<file path="config.mk">
export PLATFORM = sky130hd
export DESIGN_NAME = video_timing
export DESIGN_NICKNAME = d
export VERILOG_FILES = /design/src/rtl/video_timing.sv
export SDC_FILE = /design/constraint.sdc
export NUM_CORES = 1
export LEC_CHECK = 0
export CORE_MARGIN = 2
export CORE_UTILIZATION = 45
export CTS_BUF_LIST = sky130_fd_sc_hd__clkbuf_16
export CTS_CLUSTER_SIZE = 40
export DETAILED_ROUTE_END_ITERATION = 7
export GPL_TIMING_DRIVEN = 0
export PLACE_DENSITY = 0.76
export SLEW_MARGIN = 40
export SYNTH_ARGS = -nofsm -noshare
export SYNTH_HDL_FRONTEND = slang
export SYNTH_SLANG_ARGS = --single-unit
</file>
<file path="constraint.sdc">
create_clock -name clk -period 2.4 [get_ports clk]
set_input_delay 0.6 -clock clk [delete_from_list [all_inputs] [get_ports clk]]
set_output_delay 0.6 -clock clk [all_outputs]
set_load 0.01 [all_outputs]
</file>
<file path="src/rtl/video_timing.sv">
// Raster timing generator: cascaded horizontal/vertical counters with
// registered blanking, sync and frame-event strobes. Flags are decoded from
// the next-state counts so they always line up with the counts they describe.
module video_timing #(
  parameter int unsigned H_TOTAL        = 384,
  parameter int unsigned H_ACTIVE       = 256,
  parameter int unsigned H_SYNC_START   = 288,
  parameter int unsigned H_SYNC_END     = 320,
  parameter int unsigned V_TOTAL        = 264,
  parameter int unsigned V_ACTIVE_START = 16,
  parameter int unsigned V_ACTIVE_END   = 240,
  parameter int unsigned V_SYNC_START   = 244,
  parameter int unsigned V_SYNC_END     = 247
) (
  input  logic       clk,
  input  logic       reset,
  input  logic       ce_pix,
  output logic [8:0] hcnt,
  output logic [8:0] vcnt,
  output logic       hblank,
  output logic       vblank,
  output logic       hsync,
  output logic       vsync,
  output logic       line_start,
  output logic       frame_start,
  output logic       vbl_irq
);

  localparam logic [8:0] H_LAST  = 9'(H_TOTAL - 1);
  localparam logic [8:0] V_LAST  = 9'(V_TOTAL - 1);
  localparam logic [8:0] H_ACT   = 9'(H_ACTIVE);
  localparam logic [8:0] H_SYN_S = 9'(H_SYNC_START);
  localparam logic [8:0] H_SYN_E = 9'(H_SYNC_END);
  localparam logic [8:0] V_ACT_S = 9'(V_ACTIVE_START);
  localparam logic [8:0] V_ACT_E = 9'(V_ACTIVE_END);
  localparam logic [8:0] V_SYN_S = 9'(V_SYNC_START);
  localparam logic [8:0] V_SYN_E = 9'(V_SYNC_END);

  function automatic logic dec_hblank(input logic [8:0] h);
    return h >= H_ACT;
  endfunction

  function automatic logic dec_hsync(input logic [8:0] h);
    return (h >= H_SYN_S) && (h < H_SYN_E);
  endfunction

  function automatic logic dec_vblank(input logic [8:0] v);
    return (v < V_ACT_S) || (v >= V_ACT_E);
  endfunction

  function automatic logic dec_vsync(input logic [8:0] v);
    return (v >= V_SYN_S) && (v < V_SYN_E);
  endfunction

  logic       h_wrap;
  logic       v_wrap;
  logic [8:0] h_nxt;
  logic [8:0] v_nxt;

  // Next-state counts: the horizontal wrap is the only carry into vcnt.
  always_comb begin
    h_wrap = (hcnt == H_LAST);
    v_wrap = (vcnt == V_LAST);
    h_nxt  = h_wrap ? 9'd0 : hcnt + 9'd1;
    v_nxt  = vcnt;
    if (h_wrap) begin
      v_nxt = v_wrap ? 9'd0 : vcnt + 9'd1;
    end
  end

  // Counters, level flags and one-clk event pulses; pulses self-clear every clk.
  always_ff @(posedge clk or posedge reset) begin
    if (reset) begin
      hcnt        <= 9'd0;
      vcnt        <= 9'd0;
      hblank      <= 1'b0;
      vblank      <= 1'b1;
      hsync       <= 1'b0;
      vsync       <= 1'b0;
      line_start  <= 1'b0;
      frame_start <= 1'b0;
      vbl_irq     <= 1'b0;
    end else begin
      line_start  <= 1'b0;
      frame_start <= 1'b0;
      vbl_irq     <= 1'b0;
      if (ce_pix) begin
        hcnt        <= h_nxt;
        vcnt        <= v_nxt;
        hblank      <= dec_hblank(h_nxt);
        hsync       <= dec_hsync(h_nxt);
        vblank      <= dec_vblank(v_nxt);
        vsync       <= dec_vsync(v_nxt);
        line_start  <= h_wrap;
        frame_start <= h_wrap && v_wrap;
        vbl_irq     <= h_wrap && (v_nxt == V_ACT_E);
      end
    end
  end

endmodule

</file>
==> results of run 1 <==
-- routing by layer --
metal  track usage [%]  part of all wire [%]  wire (µm)  vias up
li1                  -                     -          -      620
met1              24.8                    45       1470      620
met2              32.1                    50       1620       29
met3              2.77                   3.1        100        5
met4              9.01                   1.4         46        0
met5                 0                     0          0        -
-- Yosys cell counts (3+ instances only) --
library cell  number
a211oi_1           3
a21oi_1            7
a31oi_1            8
clkbuf_1           5
dfrtp_1           24
ha_1               3
inv_1              4
mux2_2             4
nand2_1           15
nand2b_1           3
nand3_1            5
nand4_1            6
nor2_1            15
o21ai_0            4
xnor2_1            8
-- area by class of cell --
type | instances | area (µm²)
Multi-Input combinational cell | 114 | 759
Fill cell | 291 | 1170
Tap cell | 44 | 55.1
Inverter | 5 | 18.8
Sequential cell | 25 | 627
Clock inverter | 1 | 3.75
Clock buffer | 3 | 75.1
Buffer | 8 | 48.8
Timing Repair Buffer | 30 | 290
-- kinds of logic after synthesis --
logic type	count (synthesis)	share of synthesized area (%)
AOI/OAI and AO/OA	34	15.6
xor gates and xnor gates	9	5.46
adders and majority gates	3	2.60
buffers and inverters	14	4.86
DFF	25	43.5
muxes	6	4.51
and+or+nand+nor	62	23.5
-- sequential cells by signal, indices dropped and copies added, names as in the netlist --
name / count
hcnt: 9
vcnt: 9
frame_start: 1
hblank: 1
hsync: 1
line_start: 1
vbl_irq: 1
vblank: 1
vsync: 1
-- where the power goes --
group / leakage [nW] / switching [W] / internal (W)
registers: 0.324 / 0.000107 / 0.000488
clock network: 0.0423 / 0.000137 / 0.000222
logic: 0.396 / 0.000142 / 0.000195
-- cell usage in the layout (no fill, tap or decap), types with 2 or more instances in the layout --
| cell type | netlist | layout |
|---|---|---|
| nand2_1 | 15 | 15 |
| inv_1 | 4 | 4 |
| and4_1 | 2 | 2 |
| and2_1 | 2 | 2 |
| clkbuf_16 | 0 | 3 |
| ha_1 | 3 | 2 |
| o21ai_0 | 4 | 4 |
| nand3_1 | 5 | 5 |
| nand2b_1 | 3 | 3 |
| a31oi_1 | 8 | 8 |
| and3_1 | 2 | 2 |
| a21oi_1 | 7 | 7 |
| clkbuf_1 | 5 | 3 |
| mux2i_1 | 2 | 2 |
| buf_4 | 0 | 4 |
| xnor2_1 | 8 | 8 |
| mux2_2 | 4 | 4 |
| nor3_1 | 2 | 2 |
| buf_6 | 2 | 2 |
| dfrtp_1 | 24 | 24 |
| a211oi_1 | 3 | 3 |
| a22o_1 | 2 | 2 |
| o22ai_1 | 2 | 2 |
| nor2_1 | 15 | 15 |
| clkdlybuf4s50_1 | 0 | 26 |
| buf_2 | 2 | 2 |
| nand4_1 | 6 | 6 |
-- what timing repair did --
| item | in CTS | in global routing |
|---|---|---|
| pin swaps | 1 | 1 |
| endpoints found under the setup margin | 1 | 3 |
| buffers inserted | 3 | 1 |
| resized for setup | 0 | 5 |
-- final timing paths --
kind | cells after the start | slack, ps | endpoint | start
setup / recovery | 8 | 130 | vsync | vcnt[3]
hold / removal | 1 | 520 | hcnt[4] | hcnt[4]
setup reg to reg | 8 | 130 | vsync | vcnt[3]
hold reg to reg | 1 | 520 | hcnt[4] | hcnt[4]
max in group asynchronous | 2 | 1340 | vblank | reset
min in group asynchronous | 2 | 700 | hcnt[3] | reset
-- per-stage QoR --
stage	utilization (%)	setup TNS, ps	area [µm²]
3_5_place_dp	57.6	-34.7	1760
4_1_cts	60.9	0	1860
6_report	61.5	0	1880
5_1_grt	61.5	-36.0	1880
2_1_floorplan	-	0	1440
3_3_place_gp	57.6	-17.3	1760
==> flow_metrics.tcl, run 1 <==
set metrics [dict create \
    grt_pass1_vias 1171 \
    portBuffers 26 \
    synth_top_cell_area_share_pct 41.6 \
    gr-total-overflow 0 \
    synth_cells 153 \
    post-route-period-util_pct 94.6 \
    yosysSeqAreaShare_pct 43.5 \
    syn_to_final_growth_pct 30.2 \
    fin_total_pwr_w 0.00129 \
    gp_congestion 0.876 \
    fmax_mhz 441 \
    fp-row-count 20 \
    worstPathArrival_ps 2460 \
    synth_nets 159 \
    dr.pass1.iters 4 \
    cpMaxStageDelayCell "or4b_4" \
    dpl.hpwl_mm 2.24 \
    cts_buffers 3 \
    die_area_um2 3670 \
    layout-drive-gt1-share_pct 12.4 \
    ys_seq_elements 25 \
    cts.sinks 25 \
    start_util_pct 47.3 \
    clk_pin_slew_ps 60 \
    p_per_area_nw_per_um2 687 \
    synth-edff-count 0 \
    track_usage_pct 19.3 \
    setup_viol 0 \
    synthTopCellsByArea "dfrtp_1, xnor2_1, nand2_1" \
    postRouteAntennaNets 0 \
    crit_path_cell_trace "buf_6 > or4b_4 > nor4_4 > buf_4 > nand2b_1 > a21boi_0 > a211oi_1 > a32o_1" \
    postSynthAreaPerCell_um2 9.43 \
    via_count 1274 \
    crit_type "reg -> reg" \
    grt_max_degree 26 \
    synth_area_leader_cell "dfrtp_1" \
    drv_cap 0 \
    yosysUniqueCellTypes 45 \
    p_leak_nw 0.762 \
    coreArea_um2 3050 \
    fin_nets 193 \
    drc 0 \
    dr.first_iter.drc_count 75 \
    slowest_delay_ps 540 \
    hold_viol 0 \
    clkLatencyLatePin_ps 250 \
    viasPerCell 5.54 \
    syn_area_um2 1440 \
    antenna_found_initial 0 \
    hp-class "reg -> reg" \
    synthFlopType "dfrtp_1" \
    dieWidth_um 60.6 \
    grt_pass1_wl_mm 5.29 \
    wire_per_inst_um 14.1 \
    cp.required_ps 2590 \
    n_antenna_cell 0 \
    startpoint_type "register" \
    clock_skew_ps 2.47 \
    worst_pin_slew_ps 525 \
    period_needed_ps 2270 \
    ir_drop_mv 0.245 \
    post-place-ws_ps -34.7 \
    fp.dieH_um 60.6 \
    crit_path_end_kind "register" \
    slew_violations 0 \
    cts_tree "yes" \
    hold_buffers 0 \
    async_flop_share_pct 100 \
    crit_family "simple AND/OR/NAND/NOR gates" \
    ios 28 \
    dp_cells 223 \
    relSlewSlack_pct 65.0 \
    cts_root_buffer "clkbuf_16" \
    crit_buf_inv 2 \
    yosysWarnings 0 \
    detail_route.wirelength_mm 3.23 \
    crit_fanout 9 \
    fin_ws_ps 131 \
    status "finished, final reports clean" \
    cts_max_path_buffers 2 \
    stdcell_count 230 \
    htree_levels 1 \
    whs_ps 517 \
]
No activity file was read; power rests on OpenSTA's default activity.
==> run 2: changes to the inputs <==
--- a/config.mk
+++ b/config.mk
@@ -10,7 +10,6 @@
 export CTS_BUF_LIST = sky130_fd_sc_hd__clkbuf_16
 export CTS_CLUSTER_SIZE = 40
 export DETAILED_ROUTE_END_ITERATION = 7
-export GPL_TIMING_DRIVEN = 0
 export PLACE_DENSITY = 0.76
 export SLEW_MARGIN = 40
 export SYNTH_ARGS = -nofsm -noshare
==> run 2 against run 1 <==
  * Sequential power barely moved
  * Global-route usage rose by 2.3 points
  * Critical path depth fell by 2
  * Combinational power rose by 2%
  * Clock skew barely moved
  * Final area fell by 0.47%
  * Clock power rose by 3%
  * Core utilization fell by 0.29 points
==> flow_metrics.tcl, run 2 (synthesis results as in run 1) <==
set metrics [dict create \
    swShare_pct 30.4 \
    hp-class "reg -> reg" \
    cts_root_buffer "clkbuf_16" \
    rsz0062_at_grt "false" \
    gr-total-overflow 0 \
    status "finished, final reports clean" \
    startpoint "vcnt[7]" \
    min_from "vsync" \
    cts_tree "yes" \
    met1Wirelength_mm 1.48 \
    grt_pass1_wl_mm 5.96 \
    power_frac_clock_pct 28.4 \
    gp_congestion 0.838 \
    combPwrFrac_pct 26.3 \
    fp-row-count 20 \
    portBuffers 27 \
    die_area_um2 3670 \
    cts_max_path_buffers 2 \
    p_per_area_nw_per_um2 700 \
    fin_ws_ps 153 \
    start_util_pct 47.3 \
    dr_wl_met2_mm 1.71 \
    r2r-start "vcnt[7]" \
    track_usage_pct 21.6 \
    fillers 267 \
    reg_top3 "hcnt (9), vcnt (9)" \
    cts_setup_buffers 0 \
    cts_resized 0 \
    drv_cap 0 \
    viasPerCell 5.71 \
    fp.dieH_um 60.6 \
    cts_buffers 3 \
    final_cell_mix "clkdlybuf4s50_1, dfrtp_1, nand2_1, nor2_1, buf_4" \
    stdcell_count 228 \
    p_int_w 0.000910 \
    fmax_mhz 445 \
    coreArea_um2 3050 \
    grt_pass1_vias 1277 \
    dr.pass1.iters 4 \
    wl_met3_um 204 \
    cp.required_ps 2560 \
    clk_pin_slew_ps 60 \
    htree_levels 1 \
    utilization_pct 61.2 \
    via_count 1303 \
    ios 28 \
    p_switching_w 0.000398 \
    layout-drive-gt1-share_pct 11.4 \
    hold_viol 0 \
    n_antenna_cell 0 \
    detail_route.wirelength_mm 3.45 \
    post-place-ws_ps 113 \
    grt_max_degree 16 \
    slew_violations 0 \
    top_layer_used "met4" \
    period_needed_ps 2250 \
    seq_power_share_pct 45.4 \
    dpl.hpwl_mm 2.53 \
    layout_commonest_cell "clkdlybuf4s50_1" \
    crit_type "reg -> reg" \
    cts.sinks 25 \
    antenna_found_initial 0 \
    clkLatencyLatePin_ps 260 \
    ir_drop_mv 0.245 \
    crit_path_end_kind "register" \
    worstPathArrival_ps 2410 \
    fin_nets 191 \
    p_leak_nw 0.760 \
    startpoint_type "register" \
    syn_to_final_growth_pct 29.6 \
    postRouteAntennaNets 0 \
    relSlewSlack_pct 69.9 \
    tns_ps 0 \
    wire_per_inst_um 15.1 \
    dr.first_iter.drc_count 45 \
    hold_buffers 0 \
    dp_cells 224 \
    dieWidth_um 60.6 \
    post-route-period-util_pct 93.6 \
    setup_viol 0 \
    drc 0 \
    crit_fanout 8 \
    clock_skew_ps 2.80 \
    worst_pin_slew_ps 450 \
]
run 2: routing by layer:
layer | vias to the layer above | GRT usage, %
met2 | 48 | 37.6
met5 | - | 0
met3 | 9 | 4.05
li1 | 618 | -
met4 | 0 | 6.52
met1 | 628 | 27.1
run 2: path summary, 6_finish.rpt:
path / endpoint / slack [ps] / cells after the start
max in group asynchronous: vcnt[7] / 1200 / 3
max reg2reg: vblank / 150 / 6
max: vblank / 150 / 6
min: vsync / 520 / 1
min reg2reg: vsync / 520 / 1
min in group asynchronous: hcnt[4] / 650 / 2
run 2: through the flow:
| step | instance area, µm² | hold slack (ps) | total power, W |
|---|---|---|---|
| 6_report | 1870 | 520 | 0.00131 |
| 5_1_grt | 1870 | 552 | 0.00139 |
| 4_1_cts | 1860 | 517 | 0.00132 |
| 3_5_place_dp | 1780 | 503 | 0.000947 |
| 3_3_place_gp | 1780 | 484 | 0.000932 |
| 2_1_floorplan | 1440 | 531 | 0.000765 |
run 2: worst max-delay path: stages (launching register included):
cell and delay (ps):
dfrtp_1 470, or4b_4 520, nor4_4 260, a2bb2oi_1 230, a31oi_1 90, or4_1 490, o311ai_1 90
run 2: power by group through the flow:
| stage | Combinational [W] | Sequential [W] | Clock [W] |
|---|---|---|---|
| floorplan | 0.000154 | 0.000611 | 0 |
| global placement | 0.000338 | 0.000595 | 0 |
| detailed placement | 0.000345 | 0.000602 | 0 |
| CTS | 0.000345 | 0.000594 | 0.000377 |
| global route | 0.000376 | 0.000610 | 0.000403 |
| finish | 0.000344 | 0.000594 | 0.000371 |
run 2: area by class of cell:
cell class              count  area [µm²]  share of cell area, %
clock inverters             1        5.00                  0.268
clock buffers               3        75.1                   4.02
flip-flops and latches     25         627                   33.5
repair buffers             36         338                   18.1
well taps                  44        55.1                   2.95
inverters                   5        18.8                   1.00
multi-input cells         114         751                   40.2
